`src/rtl/alu_exec_pkg.sv`:
```
// -----------------------------------------------------------------------------
// alu_exec_pkg
// Shared definitions for the ALU execute-stage slice:
//   alu_op_e   - 2-bit opcode (add, sub, and, xor)
//   CC_*_RST   - reset values of the ZF/SF/OF condition-code register
// -----------------------------------------------------------------------------
package alu_exec_pkg;

  typedef enum logic [1:0] {
    ALU_OP_ADD = 2'd0,
    ALU_OP_SUB = 2'd1,
    ALU_OP_AND = 2'd2,
    ALU_OP_XOR = 2'd3
  } alu_op_e;

  // After reset the flags describe a zero result.
  localparam logic CC_ZF_RST = 1'b1;
  localparam logic CC_SF_RST = 1'b0;
  localparam logic CC_OF_RST = 1'b0;

endpackage : alu_exec_pkg

```
`src/rtl/alu_exec_if.sv`:
```
// -----------------------------------------------------------------------------
// alu_exec_if
// Operand and result handshakes of the ALU execute unit.
//   in_valid/in_ready   operand beat handshake (in_a, in_b, in_op, in_set_cc)
//   out_valid/out_ready result beat handshake (out_result, out_cout, out_of)
// Modports:
//   master - initiator side (pipeline / stimulus), drives operands and out_ready
//   slave  - the execute unit
// -----------------------------------------------------------------------------
interface alu_exec_if
  import alu_exec_pkg::*;
#(
  parameter int WIDTH = 64
);

  logic             in_valid;
  logic             in_ready;
  logic [WIDTH-1:0] in_a;
  logic [WIDTH-1:0] in_b;
  alu_op_e          in_op;
  logic             in_set_cc;

  logic             out_valid;
  logic             out_ready;
  logic [WIDTH-1:0] out_result;
  logic             out_cout;
  logic             out_of;

  modport master (
    output in_valid, in_a, in_b, in_op, in_set_cc, out_ready,
    input  in_ready, out_valid, out_result, out_cout, out_of
  );

  modport slave (
    input  in_valid, in_a, in_b, in_op, in_set_cc, out_ready,
    output in_ready, out_valid, out_result, out_cout, out_of
  );

endinterface : alu_exec_if

```
`src/rtl/alu_exec_core.sv`:
```
// -----------------------------------------------------------------------------
// alu_exec_core
// Purely combinational ALU datapath.
//   a, b    operands (two's complement)
//   op      alu_op_e opcode
//   result  WIDTH-bit result
//   cout    carry out of the MSB (sub: 1 means no borrow); 0 for and/xor
//   of      signed overflow; 0 for and/xor
// -----------------------------------------------------------------------------
module alu_exec_core
  import alu_exec_pkg::*;
#(
  parameter int WIDTH = 64
) (
  input  logic [WIDTH-1:0] a,
  input  logic [WIDTH-1:0] b,
  input  alu_op_e          op,
  output logic [WIDTH-1:0] result,
  output logic             cout,
  output logic             of
);

  localparam int MSB = WIDTH - 1;

  logic             sub_sel;
  logic [WIDTH-1:0] b_eff;
  logic [WIDTH:0]   arith;

  // Subtraction shares the adder: A + ~B + 1.
  always_comb begin
    sub_sel = (op == ALU_OP_SUB);
    b_eff   = sub_sel ? ~b : b;
    arith   = {1'b0, a} + {1'b0, b_eff} + {{WIDTH{1'b0}}, sub_sel};
  end

  always_comb begin
    // NOTE: every output gets a default before the case so no path leaves
    // it unassigned, which would otherwise infer a latch.
    result = '0;
    cout   = 1'b0;
    of     = 1'b0;
    case (op)
      ALU_OP_ADD: begin
        result = arith[MSB:0];
        cout   = arith[WIDTH];
        of     = (a[MSB] == b[MSB]) && (arith[MSB] != a[MSB]);
      end
      ALU_OP_SUB: begin
        result = arith[MSB:0];
        cout   = arith[WIDTH];
        of     = (a[MSB] != b[MSB]) && (arith[MSB] != a[MSB]);
      end
      ALU_OP_AND: result = a & b;
      ALU_OP_XOR: result = a ^ b;
      default:    result = '0;
    endcase
  end

endmodule : alu_exec_core

```
`src/rtl/alu_exec_unit.sv`:
```
// -----------------------------------------------------------------------------
// alu_exec_unit
// Registered execute stage: accepts operand beats, computes them through
// alu_exec_core and returns result/carry/overflow one cycle later. Keeps a
// ZF/SF/OF condition-code register updated at acceptance when in_set_cc=1.
// Ports:
//   clk            rising-edge clock
//   rst            synchronous, active-high reset
//   bus            alu_exec_if.slave (operand and result handshakes)
//   cc_zf/sf/of    condition-code register
// Build option:
//   ALU_EXEC_SKID_EN  defined   -> 2-entry result FIFO, in_ready registered
//                     undefined -> single result register, in_ready depends
//                                  combinationally on out_ready
// -----------------------------------------------------------------------------
module alu_exec_unit
  import alu_exec_pkg::*;
#(
  parameter int WIDTH = 64
) (
  input  logic       clk,
  input  logic       rst,
  alu_exec_if.slave  bus,
  output logic       cc_zf,
  output logic       cc_sf,
  output logic       cc_of
);

  typedef struct packed {
    logic [WIDTH-1:0] result;
    logic             cout;
    logic             of;
  } slot_t;

  slot_t core_out;
  slot_t out_slot;
  logic  accept;
  logic  emit;
  logic  out_valid;
  logic  in_ready;

  alu_exec_core #(.WIDTH(WIDTH)) u_core (
    .a      (bus.in_a),
    .b      (bus.in_b),
    .op     (bus.in_op),
    .result (core_out.result),
    .cout   (core_out.cout),
    .of     (core_out.of)
  );

  assign accept = bus.in_valid & in_ready;
  assign emit   = out_valid & bus.out_ready;

`ifdef ALU_EXEC_SKID_EN

  slot_t      fifo_mem [2];
  logic       head;
  logic       tail;
  logic [1:0] count;
  logic [1:0] count_next;
  logic       in_ready_q;

  always_comb begin
    count_next = count;
    case ({accept, emit})
      2'b10:   count_next = count + 2'd1;
      2'b01:   count_next = count - 2'd1;
      default: count_next = count;
    endcase
  end

  always_ff @(posedge clk) begin
    if (rst) begin
      // NOTE: the storage is cleared on reset because an empty FIFO still
      // presents fifo_mem[head] on out_*, which must read as zero.
      fifo_mem[0] <= '0;
      fifo_mem[1] <= '0;
      head        <= 1'b0;
      tail        <= 1'b0;
      count       <= 2'd0;
      in_ready_q  <= 1'b1;
    end else begin
      if (accept) begin
        fifo_mem[tail] <= core_out;
        tail           <= ~tail;
      end
      if (emit) begin
        head <= ~head;
      end
      count      <= count_next;
      // Registered so there is no combinational path from out_ready.
      in_ready_q <= (count_next != 2'd2);
    end
  end

  assign in_ready  = in_ready_q;
  assign out_valid = (count != 2'd0);
  assign out_slot  = fifo_mem[head];

`else

  logic  out_valid_q;
  slot_t out_q;

  always_ff @(posedge clk) begin
    // NOTE: sequential state uses non-blocking assignments so every register
    // samples pre-edge values regardless of statement order.
    if (rst) begin
      out_valid_q <= 1'b0;
      out_q       <= '0;
    end else if (accept) begin
      // Covers accept+emit too: the new beat replaces the departing one.
      out_valid_q <= 1'b1;
      out_q       <= core_out;
    end else if (emit) begin
      out_valid_q <= 1'b0;
    end
  end

  assign in_ready  = !out_valid_q || bus.out_ready;
  assign out_valid = out_valid_q;
  assign out_slot  = out_q;

`endif

  // Flags track accepted beats, independent of result backpressure.
  always_ff @(posedge clk) begin
    if (rst) begin
      cc_zf <= CC_ZF_RST;
      cc_sf <= CC_SF_RST;
      cc_of <= CC_OF_RST;
    end else if (accept && bus.in_set_cc) begin
      cc_zf <= (core_out.result == '0);
      cc_sf <= core_out.result[WIDTH-1];
      cc_of <= core_out.of;
    end
  end

  assign bus.in_ready   = in_ready;
  assign bus.out_valid  = out_valid;
  assign bus.out_result = out_slot.result;
  assign bus.out_cout   = out_slot.cout;
  assign bus.out_of     = out_slot.of;

endmodule : alu_exec_unit

```
`src/flat_wrapper.sv`:
```
// flat-port wrapper written by rule: the top's interface ports become plain ports
module alu_exec_unit_flat import alu_exec_pkg::*;
#(
  parameter int WIDTH = 64
)
  (clk, rst, cc_zf, cc_sf, cc_of, bus_in_valid, bus_in_a, bus_in_b, bus_in_op, bus_in_set_cc, bus_out_ready, bus_in_ready, bus_out_valid, bus_out_result, bus_out_cout, bus_out_of);
  alu_exec_if #(.WIDTH(WIDTH)) bus_i ();
  input  logic clk;
  input  logic rst;
  output logic cc_zf;
  output logic cc_sf;
  output logic cc_of;
  input wire logic [$bits(bus_i.in_valid)-1:0] bus_in_valid;
  input wire logic [$bits(bus_i.in_a)-1:0] bus_in_a;
  input wire logic [$bits(bus_i.in_b)-1:0] bus_in_b;
  input wire logic [$bits(bus_i.in_op)-1:0] bus_in_op;
  input wire logic [$bits(bus_i.in_set_cc)-1:0] bus_in_set_cc;
  input wire logic [$bits(bus_i.out_ready)-1:0] bus_out_ready;
  output wire logic [$bits(bus_i.in_ready)-1:0] bus_in_ready;
  output wire logic [$bits(bus_i.out_valid)-1:0] bus_out_valid;
  output wire logic [$bits(bus_i.out_result)-1:0] bus_out_result;
  output wire logic [$bits(bus_i.out_cout)-1:0] bus_out_cout;
  output wire logic [$bits(bus_i.out_of)-1:0] bus_out_of;
  assign bus_i.in_valid = bus_in_valid;
  assign bus_i.in_a = bus_in_a;
  assign bus_i.in_b = bus_in_b;
  assign bus_i.in_op = bus_in_op;
  assign bus_i.in_set_cc = bus_in_set_cc;
  assign bus_i.out_ready = bus_out_ready;
  assign bus_in_ready = bus_i.in_ready;
  assign bus_out_valid = bus_i.out_valid;
  assign bus_out_result = bus_i.out_result;
  assign bus_out_cout = bus_i.out_cout;
  assign bus_out_of = bus_i.out_of;
  alu_exec_unit #(.WIDTH(WIDTH)) u_core (.clk(clk), .rst(rst), .bus(bus_i), .cc_zf(cc_zf), .cc_sf(cc_sf), .cc_of(cc_of));
endmodule
```
`config.mk`:
```
export PLATFORM = sky130hd
export DESIGN_NAME = alu_exec_unit_flat
export DESIGN_NICKNAME = d
export VERILOG_FILES = /design/src/rtl/alu_exec_pkg.sv /design/src/rtl/alu_exec_if.sv /design/src/rtl/alu_exec_core.sv /design/src/rtl/alu_exec_unit.sv /design/src/flat_wrapper.sv
export SDC_FILE = /design/constraint.sdc
export NUM_CORES = 1
export LEC_CHECK = 0
export ABC_AREA = 1
export CAP_MARGIN = 20
export CORE_MARGIN = 2
export CORE_UTILIZATION = 55
export DETAILED_ROUTE_END_ITERATION = 16
export HOLD_SLACK_MARGIN = 0.05
export PLACE_DENSITY = 0.83
export SETUP_SLACK_MARGIN = 0.05
export SLEW_MARGIN = 0
export SYNTH_ARGS = -nofsm -noshare
export SYNTH_HDL_FRONTEND = slang
export SYNTH_SLANG_ARGS = --single-unit
```
`constraint.sdc`:
```
create_clock -name clk -period 4.3 [get_ports clk]
set_input_delay 0.645 -clock clk [delete_from_list [all_inputs] [get_ports clk]]
set_output_delay 0.645 -clock clk [all_outputs]
set_load 0.005 [all_outputs]
```
==> results.ini <==
[synthesis]
yosysWarnings=0
synth.yosys.seq_area_share_pct=12.6
avgSynthCellArea_um2=5.62
synth-edff-count=0
synthArstFlopShare_pct=0
ys_ff_latch=70
synthCells=1976
syn_area_mm2=0.0111
synth.distinct_cells=40
syn_nets=2241
synthFlopType=dfxtp_1

[floorplanning]
ios=206
dieArea_mm2=0.0214
start_util_pct=56.6
core.rowCount=51
dieWidth_um=146
die_height_um=146
fp.coreArea_mm2=0.0197

[placement]
dp_hpwl_um=36300
io_buffers=205
place.gp.congestion=1.05

[grt]
gr-total-overflow=0
antenna_found_initial=0
grtUsageMet1_pct=54.8
grt_max_degree=91
top_usage_layer=met2
first_global_vias=12659
grt_pass1_wl_um=68100
grt_use_met3_pct=8.75
grt_usage_pct=40.0
grt_use_met2_pct=62.5

[power]
powerDensity_mw_per_mm2=262
internal-power_uw=1960
p_leak_uw=0.00746
p_seq_share_pct=20.6
power_frac_comb_pct=58.9
sw_frac_of_total_pct=46.0
ir_worst_vdd_mv=0.220
p_switching_uw=1670
p_clk_share_pct=20.5

[critical_path]
crit_path_start_kind=input port
endpoint_kind=flop
required_ns=4.52
reg2reg_to=u_core.cc_sf$_SDFFE_PP0P_
rr_worst_depth=6
crit_type=in2reg
path_max_fanout=36
cp.arrival_ns=4.29
ff2ff_setup_slack_ns=2.05
endpoint=u_core.bus.out_result[61]$_SDFFE_PP0P_
reg2reg_from=u_core.bus.out_valid$_SDFFE_PP0P_
crit_path_start=bus_in_op[1]

[status]
status=finished clean

[final_layout]
nNetsFinal=2438
fill_cells=1750
syn2layout_area_growth_pct=24.7
layout_commonest_cell=nand2_1
drive_gt1_share_pct=3.63
fin_util_pct=70.5
mostFrequentLayoutCells=nand2_1, inv_1, nor2_1
diodes=0

[timing]
period_needed_ns=4.07
fin_skew_ns=0.00463
tightest_slew_ns=0.881
post-route-period-util_pct=94.6
fin_tns_setup_ns=0
setup_viol=0
grt_setup_unrepaired=false
slew_viol_final=0
max_slew_margin_pct=41.2
max_freq_mhz=246
hold_viol=0

[detailed_routing]
antenna_left=0
first_pass_iters=9
wire_per_inst_um=18.2
first_iter_violations=1422
vias=13894
wirelength_um=44400
viasPerCell=5.69
route.detailed.drc=0

[clock_network]
cts_hold_buffers=0
cts_buffer_depth=2
post_cts_buffers=0
clock_sinks=70
cts_resized=0
tritoncts=done
htreeDepth=3
cts_root_buf=clkbuf_16
clock_latency_ns=0.34
cts_buffers=9
path_clk_slew_ns=0.06

[flow_run]
cap_violations=0

[min_path]
hp-class=reg2reg

kinds of logic after synthesis:
logic type	after synthesis	synth area share (%)
and+or+nand+nor	1009	37.5
buffers and inverters	435	14.8
AOI/OAI and AO/OA	267	15.3
adders and majority gates	130	14.7
DFF	70	12.6
xor gates and xnor gates	65	5.12
critical path: stages:
cell             delay [ns]
clkdlybuf4s50_1        0.49
inv_2                  0.06
nand2_4                0.08
buf_12                 0.26
xnor2_1                0.12
ha_1                   0.45
nand2_1                0.19
nor2_1                 0.26
nand2_1                0.12
inv_1                  0.09
nand2_1                0.08
nor3_1                 0.54
nand2_1                0.16
nand2_1                0.10
nand2_1                0.05
nand3_1                0.06
nand2_1                0.07
inv_1                  0.08
nand2_1                0.08
o211ai_1               0.15
inv_1                  0.09
layout make-up:
cell class	instances	area [um2]	share of cell area (%)
inverter	387	1450	10.5
multi-input combinational	1471	8080	58.3
clock inverter	7	73.8	0.533
tap	265	332	2.39
timing repair buffer	234	2290	16.6
clock buffer	9	225	1.63
sequential	70	1400	10.1
synthesized netlist by cell type (19+ instances only):
| cell type | count | area [um2] |
|---|---|---|
| ha_1 | 129 | 1610 |
| nand3_1 | 130 | 651 |
| nand2_1 | 583 | 2190 |
| o21ai_0 | 63 | 315 |
| nand4_1 | 19 | 119 |
| xnor2_1 | 65 | 569 |
| a21oi_1 | 87 | 435 |
| clkbuf_1 | 24 | 90.1 |
| a22o_1 | 52 | 455 |
| inv_1 | 372 | 1400 |
| nor2_1 | 221 | 830 |
| o211ai_1 | 33 | 248 |
| dfxtp_1 | 70 | 1400 |
power groups by stage:
stage	Clock [uW]	Sequential, uW	Combinational [uW]
detailed placement	0	760	2040
global placement	0	758	2000
CTS	742	749	2060
finish	744	751	2140
global route	768	756	2320
floorplan	0	760	1240
state kept, by name (all words and copies together), names as in the netlist:
| register | flops |
|---|---|
| u_core.cc_zf | 1 |
| u_core.bus.out_result | 64 |
| u_core.bus.out_valid | 1 |
| u_core.cc_of | 1 |
| u_core.cc_sf | 1 |
| u_core.bus.out_of | 1 |
| u_core.bus.out_cout | 1 |
metal layers:
layer | routed length [um] | up-vias
met5 | 0 | -
met4 | 1700 | 0
li1 | - | 6643
met3 | 5450 | 122
met1 | 18500 | 6292
met2 | 18700 | 837
worst min path at each step:
stage | cells past startpoint | start | to
after floorplan | 2 | u_core.bus.out_cout$_SDFFE_PP0P_ | u_core.bus.out_cout$_SDFFE_PP0P_
after global placement | 2 | u_core.bus.out_cout$_SDFFE_PP0P_ | u_core.bus.out_cout$_SDFFE_PP0P_
after detailed placement | 2 | u_core.bus.out_cout$_SDFFE_PP0P_ | u_core.bus.out_cout$_SDFFE_PP0P_
after CTS | 2 | u_core.bus.out_cout$_SDFFE_PP0P_ | u_core.bus.out_cout$_SDFFE_PP0P_
after global routing | 2 | u_core.bus.out_cout$_SDFFE_PP0P_ | u_core.bus.out_cout$_SDFFE_PP0P_
final | 2 | u_core.bus.out_cout$_SDFFE_PP0P_ | u_core.bus.out_cout$_SDFFE_PP0P_
per-stage QoR:
step	power [uW]	setup WS, ns	area, um2	hold WS [ns]	std cells
floorplan	2000	0.925	11100	0.462	1976
global placement	2760	0.0808	13600	0.473	2427
detailed placement	2800	0.118	13600	0.474	2427
CTS	3560	0.448	13900	0.484	2443
global route	3850	0.0743	13900	0.527	2443
finish	3640	0.231	13900	0.492	2443
Power figures use the tool's default switching activity.
